### src/rtl/render_scheduler.sv
`timescale 1ns/1ps
// render_scheduler: frame sequencer for the ray-tracing renderer.
// On a frame trigger it commits the shadow scene buffer to sphere_out. It then
// streams every active pixel coordinate, in raster order, into the renderer's
// hcount/vcount AXI-stream inputs. A credit counter limits the number of pixels
// in flight. The block reports frame completion and overrun.
//
// Ports:
//   aclk, aresetn                       clock, async active-low reset
//   frame_start_in                      frame request pulse
//   scene_wr_en/addr/data               shadow scene buffer write port
//   sphere_out                          committed scene, stable for the frame
//   hcount_/vcount_axis_tdata/tvalid    pixel coordinate streams (shared valid)
//   hcount_/vcount_axis_tready          renderer ready inputs
//   pixel_done_in                       one pulse per pixel leaving the renderer
//   busy_out, frame_done_out            frame in progress / completion pulse
//   overrun_out                         sticky: dropped trigger or spurious done
module render_scheduler #(
   parameter int unsigned H_ACTIVE     = 1024,
   parameter int unsigned V_ACTIVE     = 768,
   parameter int unsigned MAX_INFLIGHT = 512,
   parameter int unsigned SCENE_WORDS  = 6
) (
   input  logic                      aclk,
   input  logic                      aresetn,
   input  logic                      frame_start_in,
   input  logic                      scene_wr_en,
   input  logic [2:0]                scene_wr_addr,
   input  logic [31:0]               scene_wr_data,
   output logic [32*SCENE_WORDS-1:0] sphere_out,
   output logic [10:0]               hcount_axis_tdata,
   output logic [9:0]                vcount_axis_tdata,
   output logic                      hcount_axis_tvalid,
   output logic                      vcount_axis_tvalid,
   input  logic                      hcount_axis_tready,
   input  logic                      vcount_axis_tready,
   input  logic                      pixel_done_in,
   output logic                      busy_out,
   output logic                      frame_done_out,
   output logic                      overrun_out
);

   localparam int unsigned SPHERE_W = 32 * SCENE_WORDS;
   localparam int unsigned X_W      = 11;
   localparam int unsigned Y_W      = 10;
   localparam int unsigned CRED_W   = $clog2(MAX_INFLIGHT + 1);
   localparam logic [CRED_W-1:0] CRED_MAX = CRED_W'(MAX_INFLIGHT);
   localparam logic [X_W-1:0]    X_LAST   = X_W'(H_ACTIVE - 1);
   localparam logic [Y_W-1:0]    Y_LAST   = Y_W'(V_ACTIVE - 1);

   typedef enum logic [1:0] {IDLE, COMMIT, ISSUE, DRAIN} state_t;

   state_t              state_q, state_nxt;
   logic [X_W-1:0]      x_q, x_nxt;
   logic [Y_W-1:0]      y_q, y_nxt;
   logic [CRED_W-1:0]   credits_q, credits_nxt;
   logic                tvalid_q, tvalid_nxt;
   logic                busy_q, busy_nxt;
   logic                frame_done_q, frame_done_nxt;
   logic                overrun_q, overrun_nxt;
   logic                commit;
   logic [SPHERE_W-1:0] shadow_q;
   logic [SPHERE_W-1:0] sphere_q;

   logic xfer, last_px, credits_full, done_ok, done_spurious;

   // A transfer needs both renderer streams ready; valid never looks at ready.
   assign xfer          = tvalid_q & hcount_axis_tready & vcount_axis_tready;
   assign last_px       = (x_q == X_LAST) && (y_q == Y_LAST);
   assign credits_full  = (credits_q == CRED_MAX);
   assign done_ok       = pixel_done_in & ~credits_full;
   assign done_spurious = pixel_done_in &  credits_full;

   // State register.
   always_ff @(posedge aclk or negedge aresetn) begin
      if (!aresetn) state_q <= IDLE;
      else          state_q <= state_nxt;
   end

   // Next-state logic.
   always_comb begin
      state_nxt = state_q;
      unique case (state_q)
         IDLE:   if (frame_start_in) state_nxt = COMMIT;
         COMMIT: state_nxt = ISSUE;
         ISSUE:  if (xfer && last_px) state_nxt = DRAIN;
         DRAIN:  if (credits_full) state_nxt = IDLE;
      endcase
   end

   // Output/datapath next values. They are registered below, so valid, data
   // and status all change on clock edges only.
   always_comb begin
      x_nxt          = x_q;
      y_nxt          = y_q;
      credits_nxt    = credits_q;
      commit         = 1'b0;
      overrun_nxt    = overrun_q;

      unique case ({xfer, done_ok})
         2'b10:   credits_nxt = credits_q - CRED_W'(1);
         2'b01:   credits_nxt = credits_q + CRED_W'(1);
         default: credits_nxt = credits_q;
      endcase

      if (state_q == COMMIT) begin
         commit = 1'b1;
         x_nxt  = '0;
         y_nxt  = '0;
      end else if (xfer) begin
         if (x_q == X_LAST) begin
            x_nxt = '0;
            y_nxt = last_px ? '0 : y_q + Y_W'(1);
         end else begin
            x_nxt = x_q + X_W'(1);
         end
      end

      if ((frame_start_in && (state_q != IDLE)) || done_spurious)
         overrun_nxt = 1'b1;

      // Valid held while credits remain; credits only fall on a transfer, so
      // an offered pixel is never withdrawn.
      tvalid_nxt     = (state_nxt == ISSUE) && (credits_nxt != '0);
      busy_nxt       = (state_nxt != IDLE);
      // Asserted for the single DRAIN cycle that sees all credits home.
      frame_done_nxt = (state_nxt == DRAIN) && (credits_nxt == CRED_MAX);
   end

   // Datapath and status registers.
   always_ff @(posedge aclk or negedge aresetn) begin
      if (!aresetn) begin
         x_q          <= '0;
         y_q          <= '0;
         credits_q    <= CRED_MAX;
         tvalid_q     <= 1'b0;
         busy_q       <= 1'b0;
         frame_done_q <= 1'b0;
         overrun_q    <= 1'b0;
         sphere_q     <= '0;
      end else begin
         x_q          <= x_nxt;
         y_q          <= y_nxt;
         credits_q    <= credits_nxt;
         tvalid_q     <= tvalid_nxt;
         busy_q       <= busy_nxt;
         frame_done_q <= frame_done_nxt;
         overrun_q    <= overrun_nxt;
         if (commit) sphere_q <= shadow_q;
      end
   end

   // Shadow scene buffer. A write in the commit cycle lands after the copy.
   always_ff @(posedge aclk or negedge aresetn) begin
      if (!aresetn) begin
         shadow_q <= '0;
      end else begin
         for (int unsigned w = 0; w < SCENE_WORDS; w++) begin
            if (scene_wr_en && (32'(scene_wr_addr) == w))
               shadow_q[32*w +: 32] <= scene_wr_data;
         end
      end
   end

   assign sphere_out         = sphere_q;
   assign hcount_axis_tdata  = x_q;
   assign vcount_axis_tdata  = y_q;
   assign hcount_axis_tvalid = tvalid_q;
   assign vcount_axis_tvalid = tvalid_q;
   assign busy_out           = busy_q;
   assign frame_done_out     = frame_done_q;
   assign overrun_out        = overrun_q;

endmodule
### config.mk
export PLATFORM = sky130hd
export DESIGN_NAME = render_scheduler
export DESIGN_NICKNAME = d
export VERILOG_FILES = /design/src/rtl/render_scheduler.sv
export SDC_FILE = /design/constraint.sdc
export NUM_CORES = 1
export LEC_CHECK = 0
export ABC_AREA = 1
export CORE_ASPECT_RATIO = 1.75
export CORE_MARGIN = 8
export CORE_UTILIZATION = 45
export CTS_CLUSTER_DIAMETER = 50
export DETAILED_ROUTE_END_ITERATION = 16
export GPL_ROUTABILITY_DRIVEN = 1
export PLACE_DENSITY_LB_ADDON = 0.05
export RECOVER_POWER = 100
export SETUP_SLACK_MARGIN = 0.15
export SYNTH_ARGS = -nofsm -noshare
export SYNTH_HDL_FRONTEND = slang
export SYNTH_SLANG_ARGS = --single-unit
### constraint.sdc
create_clock -name aclk -period 2.4 [get_ports aclk]
set_input_delay 0.48 -clock aclk [delete_from_list [all_inputs] [get_ports aclk]]
set_output_delay 0.48 -clock aclk [all_outputs]
set_load 0.02 [all_outputs]
---- After elaboration in Yosys (flattened, before gate mapping) ----
Index checks and enable logic that the tools add are counted.
word-level totals
  logic and storage cells ................. 73
  input port bits ......................... 42
  register bits after elaboration ......... 421
operators by class
  mux-type cells .......................... 13
  bitwise operators ....................... 5
  eq/ne operators ......................... 16
  add/subtract/negate cells ............... 4
  reductions and logical operators ........ 20
operator list
  kind                                                    number
  two-way mux 10 bit                                      4
  two-way mux 11 bit                                      3
  equality test 10 bit (second input constant)            3
  adder 10 x 1 -> 10 bit (second input constant)          2
  case mux 10 bit (2 select lines)                        1
  adder 11 x 1 -> 11 bit (second input constant)          1
  equality test 11 x 10 -> 1 bit (second input constant)  1
  logical AND 1 bit                                       11
  equality test 2 bit (second input constant)             5
  nonzero test 10 bit                                     1
  subtractor 10 x 1 -> 10 bit (second input constant)     1
  case mux 2 bit (4 select lines)                         1
  nonzero test 2 bit                                      4
  equality test 3 x 2 -> 1 bit (second input constant)    2
  equality test 3 bit (second input constant)             2
  two-way mux 2 bit                                       3
  AND 1 bit                                               4
  equality test 2 x 1 -> 1 bit (second input constant)    2
  equality test 3 x 1 -> 1 bit (second input constant)    1
  zero test 3 bit                                         1
  zero test 2 bit                                         1
  AND reduction 2 bit                                     1
  logical OR 1 bit                                        1
  two-way mux 1 bit                                       1
  NOT 1 bit                                               1

---- Depth between registers and ports, before layout ----
Gate-level depths: netlist of the first run.
  depth in word-level cells ............... 7
  mapped depth ............................ 19
  gate-level depth less buffers ........... 19

---- Worst setup path before layout of the first run ----
OpenSTA, ideal clock, no wires.
  path kind ............................... reg-to-reg
  start ................................... register credits_q[9]
  end ..................................... register tvalid_q, in the netlist hcount_axis_tvalid
  slack ................................... -4 ps
  buffers on the path ..................... 0
  stages on the path, launching flop included .. 17
  data arrival time ....................... 2,289 ps
  data required time ...................... 2,285 ps
  setup time .............................. 115 ps
  period minus slack after synthesis ...... 2,404 ps
  cell sequence ........................... dfstp_2 > nand3_1 > nor2_1 > nor2_1 > ha_1 > inv_1 > ha_1 > nand2_1 > inv_1 > a21oi_1 > nand3_1 > nand3_1 > nand2_1 > nor2_1 > nand2_1 > nor2_1 > nor2_1
between the ends
  longest elaborated chain between the ends .. 7
  elaborated cells on any way between the ends .. 13
  those cells by class .................... 2 x add/sub; 4 x eq/ne; 3 x mux; 2 x bitwise; 2 x reduce/logical
RTL lines
  what                                                                 line  source
  start, declared                                                      56    logic [CRED_W-1:0] credits_q, credits_nxt;
  start signal, assigned                                               144   credits_q <= credits_nxt;
  equality test 10 bit *                                               70    assign credits_full = (credits_q == CRED_MAX);
  NOT 1 bit *                                                          71    assign done_ok = pixel_done_in & ~credits_full;
  AND 1 bit *                                                          71
  equality test 2 x 1 -> 1 bit or equality test 2 bit (tied branches)  100   unique case ({xfer, done_ok})
  case mux 10 bit (2 select lines) *                                   100
  via credits_nxt[7]                                                   56
  nonzero test 10 bit *                                                124   tvalid_nxt = (state_nxt == ISSUE) && (credits_nxt != '0);
  logical AND 1 bit *                                                  124
  via tvalid_nxt                                                       57    logic tvalid_q, tvalid_nxt;
  end signal, assigned                                                 145   tvalid_q <= tvalid_nxt;
  end, declared                                                        57
The timed path passes the listed nets; every way through them passes the cells marked *.
A chain may end at the register's enable or synchronous reset.

---- Worst setup path in the final report of the first run ----
  start ................................... register credits_q[2]
  end ..................................... register tvalid_q, in the netlist hcount_axis_tvalid
between the ends
  longest elaborated chain between the ends .. 7
  elaborated cells on any way between the ends .. 13
  those cells by class .................... 2 x add/sub; 4 x eq/ne; 3 x mux; 2 x bitwise; 2 x reduce/logical
RTL lines
  what                                                                            line
  parallel branches: the longest is 4 deep, another holds adder 10 x 1 -> 10 bit  -
  case mux 10 bit (2 select lines) *                                              100
  via credits_nxt[4]                                                              56
  nonzero test 10 bit *                                                           124
  logical AND 1 bit *                                                             124
  via tvalid_nxt                                                                  57
Mark *: on every way through the listed nets, which the timed path passes.

==> results of run 1 <==
## tightest hold or removal path, delay by kind of cell (launching register included)
family,cells,cell delay [ns]
DFF,1,0.33
and+or+nand+nor,2,0.10
## area by class of cell
type	count	area, µm²
clock buffers	55	1150
clock inverters	15	145
fillers	3260	14600
inverters	87	342
multi-input cells	1195	5340
flip-flops and latches	421	10500
well taps	470	588
repair buffers	330	3190
## synth_stat cells (2+ instances only)
cell type	number	area, µm²
nand2_1	853	3200
dfrtp_1	420	10500
o21ai_0	199	996
inv_1	82	308
clkbuf_1	49	184
nor2_1	40	150
nand3_1	38	190
buf_2	26	130
ha_1	11	138
nand4_1	7	43.8
xor2_1	7	61.3
a21oi_1	6	30.0
buf_1	4	15.0
inv_2	4	15.0
nor2_2	4	25.0
xnor2_1	4	35.0
nand2_2	2	12.5
nand3_2	2	20.0
nor2_4	2	22.5
nor3_2	2	20.0
o21ai_1	2	10.0
o22ai_1	2	12.5
## path summary, 6_finish.rpt
kind / from / end / slack [ns]
worst max-delay path: credits_q[2] / hcount_axis_tvalid / -0.02
worst min-delay path: sphere_out[154] / sphere_out[154] / 0.46
worst max register to register: credits_q[2] / hcount_axis_tvalid / -0.02
worst min register to register: sphere_out[154] / sphere_out[154] / 0.46
max in group asynchronous: aresetn / shadow_q[49] / 0.09
min in group asynchronous: aresetn / sphere_out[135] / 0.80
## layer usage
metal	up-vias	GRT usage, %
met3	67	4.46
met2	304	38.0
met4	0	7.45
met5	-	0
li1	6152	-
met1	6065	25.4
## sequential cells by signal, indices dropped and copies added (netlist names)
name and count:
shadow_q 192, sphere_out 192, hcount_axis_tdata 11, credits_q 10, vcount_axis_tdata 10, state_q 2, busy_out 1, frame_done_out 1
hcount_axis_tvalid 1, overrun_out 1
## placed cells by master (no fill, tap or decap), drive strengths merged
cell type / Yosys / layout
nand2: 856 / 856
dfrtp: 420 / 420
dlygate4sd3: 0 / 221
o21ai: 201 / 201
inv: 86 / 87
clkbuf: 49 / 75
buf: 32 / 51
nor2: 46 / 46
nand3: 40 / 40
clkdlybuf4s50: 0 / 38
clkinv: 1 / 11
ha: 11 / 11
nand4: 7 / 7
xor2: 7 / 7
a21oi: 6 / 6
xnor2: 4 / 4
nor3: 3 / 3
o22ai: 2 / 2
o31ai: 2 / 2
bufinv: 0 / 2
clkinvlp: 0 / 2
nand3b: 1 / 1
o21bai: 1 / 1
and3: 1 / 1
a32o: 1 / 1
o41ai: 1 / 1
nor4: 1 / 1
a21o: 1 / 1
o211a: 1 / 1
a221o: 1 / 1
fa: 1 / 1
dfstp: 1 / 1
## power breakdown
| group | internal (mW) | leakage [nW] | switching [mW] | total (mW) |
|---|---|---|---|---|
| combinational | 1.31 | 5.35 | 1.61 | 2.93 |
| clock | 3.58 | 0.639 | 2.69 | 6.27 |
| sequential | 7.88 | 5.54 | 0.456 | 8.34 |
## metrics by stage
stage          power (mW)  setup TNS (ns)  worst slack, ns  hold slack [ns]  std cells
6_report             17.5         -0.0179          -0.0179            0.461       2573
5_1_grt              18.5          -43.68           -0.290            0.483       2573
4_1_cts              17.7         -0.0548          -0.0548            0.463       2571
3_5_place_dp         11.1           -2.45           -0.551            0.435       2489
3_3_place_gp         11.0           -2.08           -0.473            0.436       2489
2_1_floorplan        9.85               0            0.164            0.184       1784
## cells by family (layout without fill, tap and decap cells)
logic type                 Yosys count  count (layout)  synth area share [%]
DFF                                421             421                  64.5
xor gates and xnor gates            11              11                 0.590
buffers and inverters              168             487                  4.16
adders and majority gates           12              12                 0.965
AOI/OAI and AO/OA                  217             217                  6.98
and+or+nand+nor                    955             955                  22.8
## what timing repair did
action	CTS	global route
pin swaps	7	17
endpoints found under the hold margin	42	0
gates resized for setup	28	22
endpoints found under the setup margin	6	7
cloned	0	0
hold buffers	1	0
buffers inserted	11	2
==> summary.txt, run 1 <==
Worst path arrival time = 2.84 ns
Cell Rows = 92
GRT overflow = 0
CP Buf/Inv Count = 1
Placed instance area = 19800 µm²
DRT antenna net count = 0
Worst min path class = register to register
Max-cap violations = 0
Average wire per standard cell = 17.7 µm
Peak supply drop = 0.000577 V
Die width = 160 µm
Final hold vios = 0
Largest delay share family, worst path = simple AND/OR/NAND/NOR gates
Via density = 4.89
RSZ-0062 raised after global routing = yes
Die Span Y = 268 µm
Clk Latency, worst-skew pair = 0.54 ns
Crit Path Max Fanout = 3
Met3 wire length = 2.33 mm
Boundary Pins = 260
Ant. Diodes = 0
Power density cells = 824 nW/µm²
Die area = 42900 µm²
Vias post-DR = 12.6k
Final instance area = 21300 µm²
Drt drc = 0
Hold path depth = 2
Slew @ Worst Pin = 1.35 ns
Nets = 2129
Core area = 35900 µm²
CTS tree = done
Hpwl dp = 31.1 mm
Root Driver = clkbuf_16
Max-slew headroom = 9.84%
Highest metal used = met4
Number of distinct library cells after synthesis = 40
Mapped Area = 16300 µm²
Sequential fraction of the synthesis area = 64.5%
R2R cell count = 18
Detailed Routing Iterations Pass 1 = 4
Vias in the first global route = 13.0k
Final core occ = 59.3%
Post-synth EDFFs = 0
Cts bufs inserted = 40
Post-Syn Area per Cell = 9.16 µm²
Levels on crit path = 18
Critical path class = register to register
Reg clk slew, reported paths = 0.07 ns
Tot GR Track Use = 21.4%
Syn_nets = 1838
Worst path slowest cell = dfrtp_1
Final worst path period need = 2.42 ns
Top FF cell, synth = dfrtp_1
CTS Buffer Depth = 3
Leak Pwr = 11.5 nW
Worst Setup Start Kind = register
Peak Freq = 414 MHz
Clk_skew = 0.0112 ns
# H-tree levels = 2
Pins over their slew limit = 0
GPL Wtd Cong = 0.843
First-pass GRT wire length = 73.1 mm
Area Overhead vs Synth = 30.3%
Number of synthesized register bits = 421
Clk sinks = 421
Outcome = complete, but fails checks
Iteration-0 DRC Markers = 765
Detailed Route WL = 45.6 mm
Tcrit/Tclk final = 101%
CP Cell Sequence = nor2_1 -> nand4_1 -> nor2_2 -> nor2_2 -> ha_4 -> fa_2 -> inv_2 -> nand2_2 -> nand2_2 -> nand3_2 -> nand3_2 -> nand2_2 -> nor2_1 -> nand2_1 -> nor2_2 -> nand2_1 -> nor2_1 -> nor2_1
Yosys Warn Count = 0
Initial cell density of the core = 45.5%
CP most frequent cell = nor2_1
# setup viols final = 1
Crit-path max cell delay = 0.38 ns
CP endpoint kind = register
Failing checks = negative setup slack
Count of buffers from port buffering = 259
Worst endpoint required time = 2.82 ns
Initial antenna violation count = 0
Share of layout cells above drive strength 1 = 9.37%
Pin count of the biggest net entering global routing = 160
Post-Syn Instances = 1784
Metal2 WL = 23.2 mm
Asr flop ratio synth = 100%
Metal-1 WL = 18.7 mm
Final Worst Setup Slack = -0.0179 ns
(Power assumes the default switching activity.)
==> run 2: changes to the inputs <==
CORE_ASPECT_RATIO = default   (was 1.75)
PLACE_DENSITY = 0.76   (was default)
PLACE_DENSITY_LB_ADDON = default   (was 0.05)
==> run 2 against run 1 <==
Net effect: the run still ends with negative setup slack left; via count up 4.4%; non-clock buffer count down 5; sequential share of layout area down 0.55 points; clock skew up 0.0035 ns; sequential cell count unchanged; total power up 3.0%; count of clock-buffer cells in the layout up 10; cell area up 1.1%; maximum frequency down 4.9%; critical path type unchanged; highest routed layer unchanged.
==> summary.txt, run 2 (same netlist as run 1, synthesis figures left out) <==
Average wire per standard cell = 17.5 µm (-1.3%)
Peak supply drop = 0.000617 V (+6.9%)
Initial antenna violation count = 0 (unchanged)
Worst Setup Start Kind = register
Boundary Pins = 260 (unchanged)
Share of layout cells above drive strength 1 = 10.4% (+1.0 points)
Via density = 5.12 (+4.7%)
Die area = 42700 µm² (-0.56%)
Worst Hold Path EP = sphere_out[172]
Clk_skew = 0.0148 ns (+0.00352 ns)
Die Span Y = 207 µm (-23%)
Clk sinks = 421 (unchanged)
Worst endpoint required time = 2.82 ns (about the same)
Most common cell after layout, fill and taps aside = nand2_1
Vias in the first global route = 13.2k (+1.6%)
Slew @ Worst Pin = 1.44 ns (+0.0890 ns)
Ant. Diodes = 0 (unchanged)
First-pass GRT wire length = 71.7 mm (-1.9%)
Hpwl dp = 29.9 mm (-3.8%)
Drt drc = 0 (unchanged)
Crit Path Max Fanout = 6 (+3)
Crit Reg-Reg Endpoint = hcount_axis_tvalid
Area Overhead vs Synth = 31.7%
R2r setup slk = -0.14 ns (-0.12 ns)
Root Driver = clkbuf_16
Pins over their slew limit = 0 (unchanged)
CTS Buffer Depth = 3 (unchanged)
Detailed Route WL = 44.9 mm (-1.6%)
Failing checks = negative setup slack
Detailed Routing Iterations Pass 1 = 5 (+1)
Critical path class = register to register
Most frequent cells in the layout = nand2_1 (828), dfrtp_1 (420), clkdlybuf4s50_1 (258)
Final worst path period need = 2.54 ns (+0.125 ns)
Tcrit/Tclk final = 106% (+5.2 points)
Cell Rows = 69 (-25%)
R2R Path Start = credits_q[0]
Clk Latency, worst-skew pair = 0.54 ns (about the same)
GRT overflow = 0 (unchanged)
RSZ-0062 raised after global routing = yes
Vias post-DR = 13.1k (+4.4%)
# H-tree levels = 2 (unchanged)
Placed instance area = 19800 µm² (-0.15%)
Cts bufs inserted = 45 (+13%)
Pin count of the biggest net entering global routing = 195 (+22%)
Power density cells = 839 nW/µm² (+1.8%)
Leak Pwr = 10.9 nW (-5.4%)
Final instance area = 21500 µm² (+1.1%)
Setup WS pre-CTS = -0.516 ns (+0.0353 ns)
Final hold vios = 0 (unchanged)
Outcome = complete, but fails checks
DRT antenna net count = 0 (unchanged)
Core area = 35700 µm² (-0.72%)
Die width = 207 µm (+29%)
Worst min path class = register to register
Hold_sp = shadow_q[172]
Max-slew headroom = 3.90% (-5.9 points)
R2R cell count = 19 (+1)
CP endpoint kind = register
Final Worst Setup Slack = -0.143 ns (-0.125 ns)
# setup viols final = 5 (+4)
Worst path arrival time = 2.96 ns (+0.12 ns)
Iteration-0 DRC Markers = 962 (+26%)
Hold path depth = 2 (unchanged)
Reg clk slew, reported paths = 0.06 ns (about the same)
Initial cell density of the core = 45.8% (+0.33 points)
CTS tree = done
Nets = 2129 (unchanged)
Count of buffers from port buffering = 259 (unchanged)
Peak Freq = 393 MHz (-4.9%)
GPL Wtd Cong = 0.886 (+5.2%)
Tot GR Track Use = 21.0% (-0.38 points)
Max-cap violations = 0 (unchanged)
run 2: how the worst max path moves through the flow:
stage / startpoint / to / slack, ns / cells after the start
after floorplan: credits_q[5] / hcount_axis_tvalid / 0.16 / 18
after global placement: pixel_done_in / hcount_axis_tvalid / -0.52 / 17
after detailed placement: pixel_done_in / hcount_axis_tvalid / -0.52 / 17
after CTS: credits_q[1] / hcount_axis_tvalid / -0.04 / 19
after global routing: credits_q[3] / hcount_axis_tvalid / -0.36 / 20
final: credits_q[0] / hcount_axis_tvalid / -0.14 / 19
run 2: area by class of cell:
cell class                 count  area (µm²)
inverter                      87         344
fill                        2951       14100
tap                          461         577
clock buffer                  65        1300
multi-input combinational   1195        5420
timing repair buffer         325        3260
clock inverter                12        92.6
sequential                   421       10500
run 2: power by group:
part / switching, mW / total, mW / internal [mW]
Clock: 2.76 / 6.53 / 3.77
Combinational: 1.72 / 3.16 / 1.43
Sequential: 0.482 / 8.37 / 7.89
Total: 4.96 / 18.1 / 13.1
run 2: metal layers:
layer	vias to the layer above	GRT usage (%)	wire length, µm
met1	6484	28.5	19200
met3	57	4.78	3540
met5	-	0	0
met2	443	34.2	21200
met4	0	5.04	929
li1	6164	-	-
run 2: metrics by stage:
stage | setup TNS (ns) | utilization, % | total power, mW | cells | hold slack, ns
floorplan | 0 | - | 9.85 | 1784 | 0.184
detailed placement | -2.46 | 55.5 | 11.1 | 2476 | 0.429
global placement | -2.19 | 55.5 | 11.0 | 2476 | 0.437
finish | -0.318 | 60.4 | 18.1 | 2566 | 0.466
global route | -1.24 | 60.4 | 18.9 | 2566 | 0.488
CTS | -0.0370 | 60.0 | 17.9 | 2561 | 0.462
run 2: repair_timing:
item	in CTS	in global routing
hold buffers	1	0
hold endpoints to repair	41	0
endpoints found under the setup margin	4	7
buffers inserted	7	5
pin swaps	15	18
resized for setup	39	26
run 2: worst max-delay path, cell delays in order, from the launching register on:
cell and delay, ns:
dfrtp_1 0.36, inv_1 0.08, nand4_1 0.15, nor2_2 0.06
nor2_1 0.10, ha_2 0.25, clkinv_4 0.13, buf_12 0.15
ha_4 0.31, nand2_4 0.08, inv_2 0.05, nand3_2 0.08
nand2_2 0.09, nand2_2 0.05, nand3_2 0.05, nand2_1 0.07
nor2_1 0.12, nand2_1 0.09, nor2_1 0.10, nor2_1 0.04
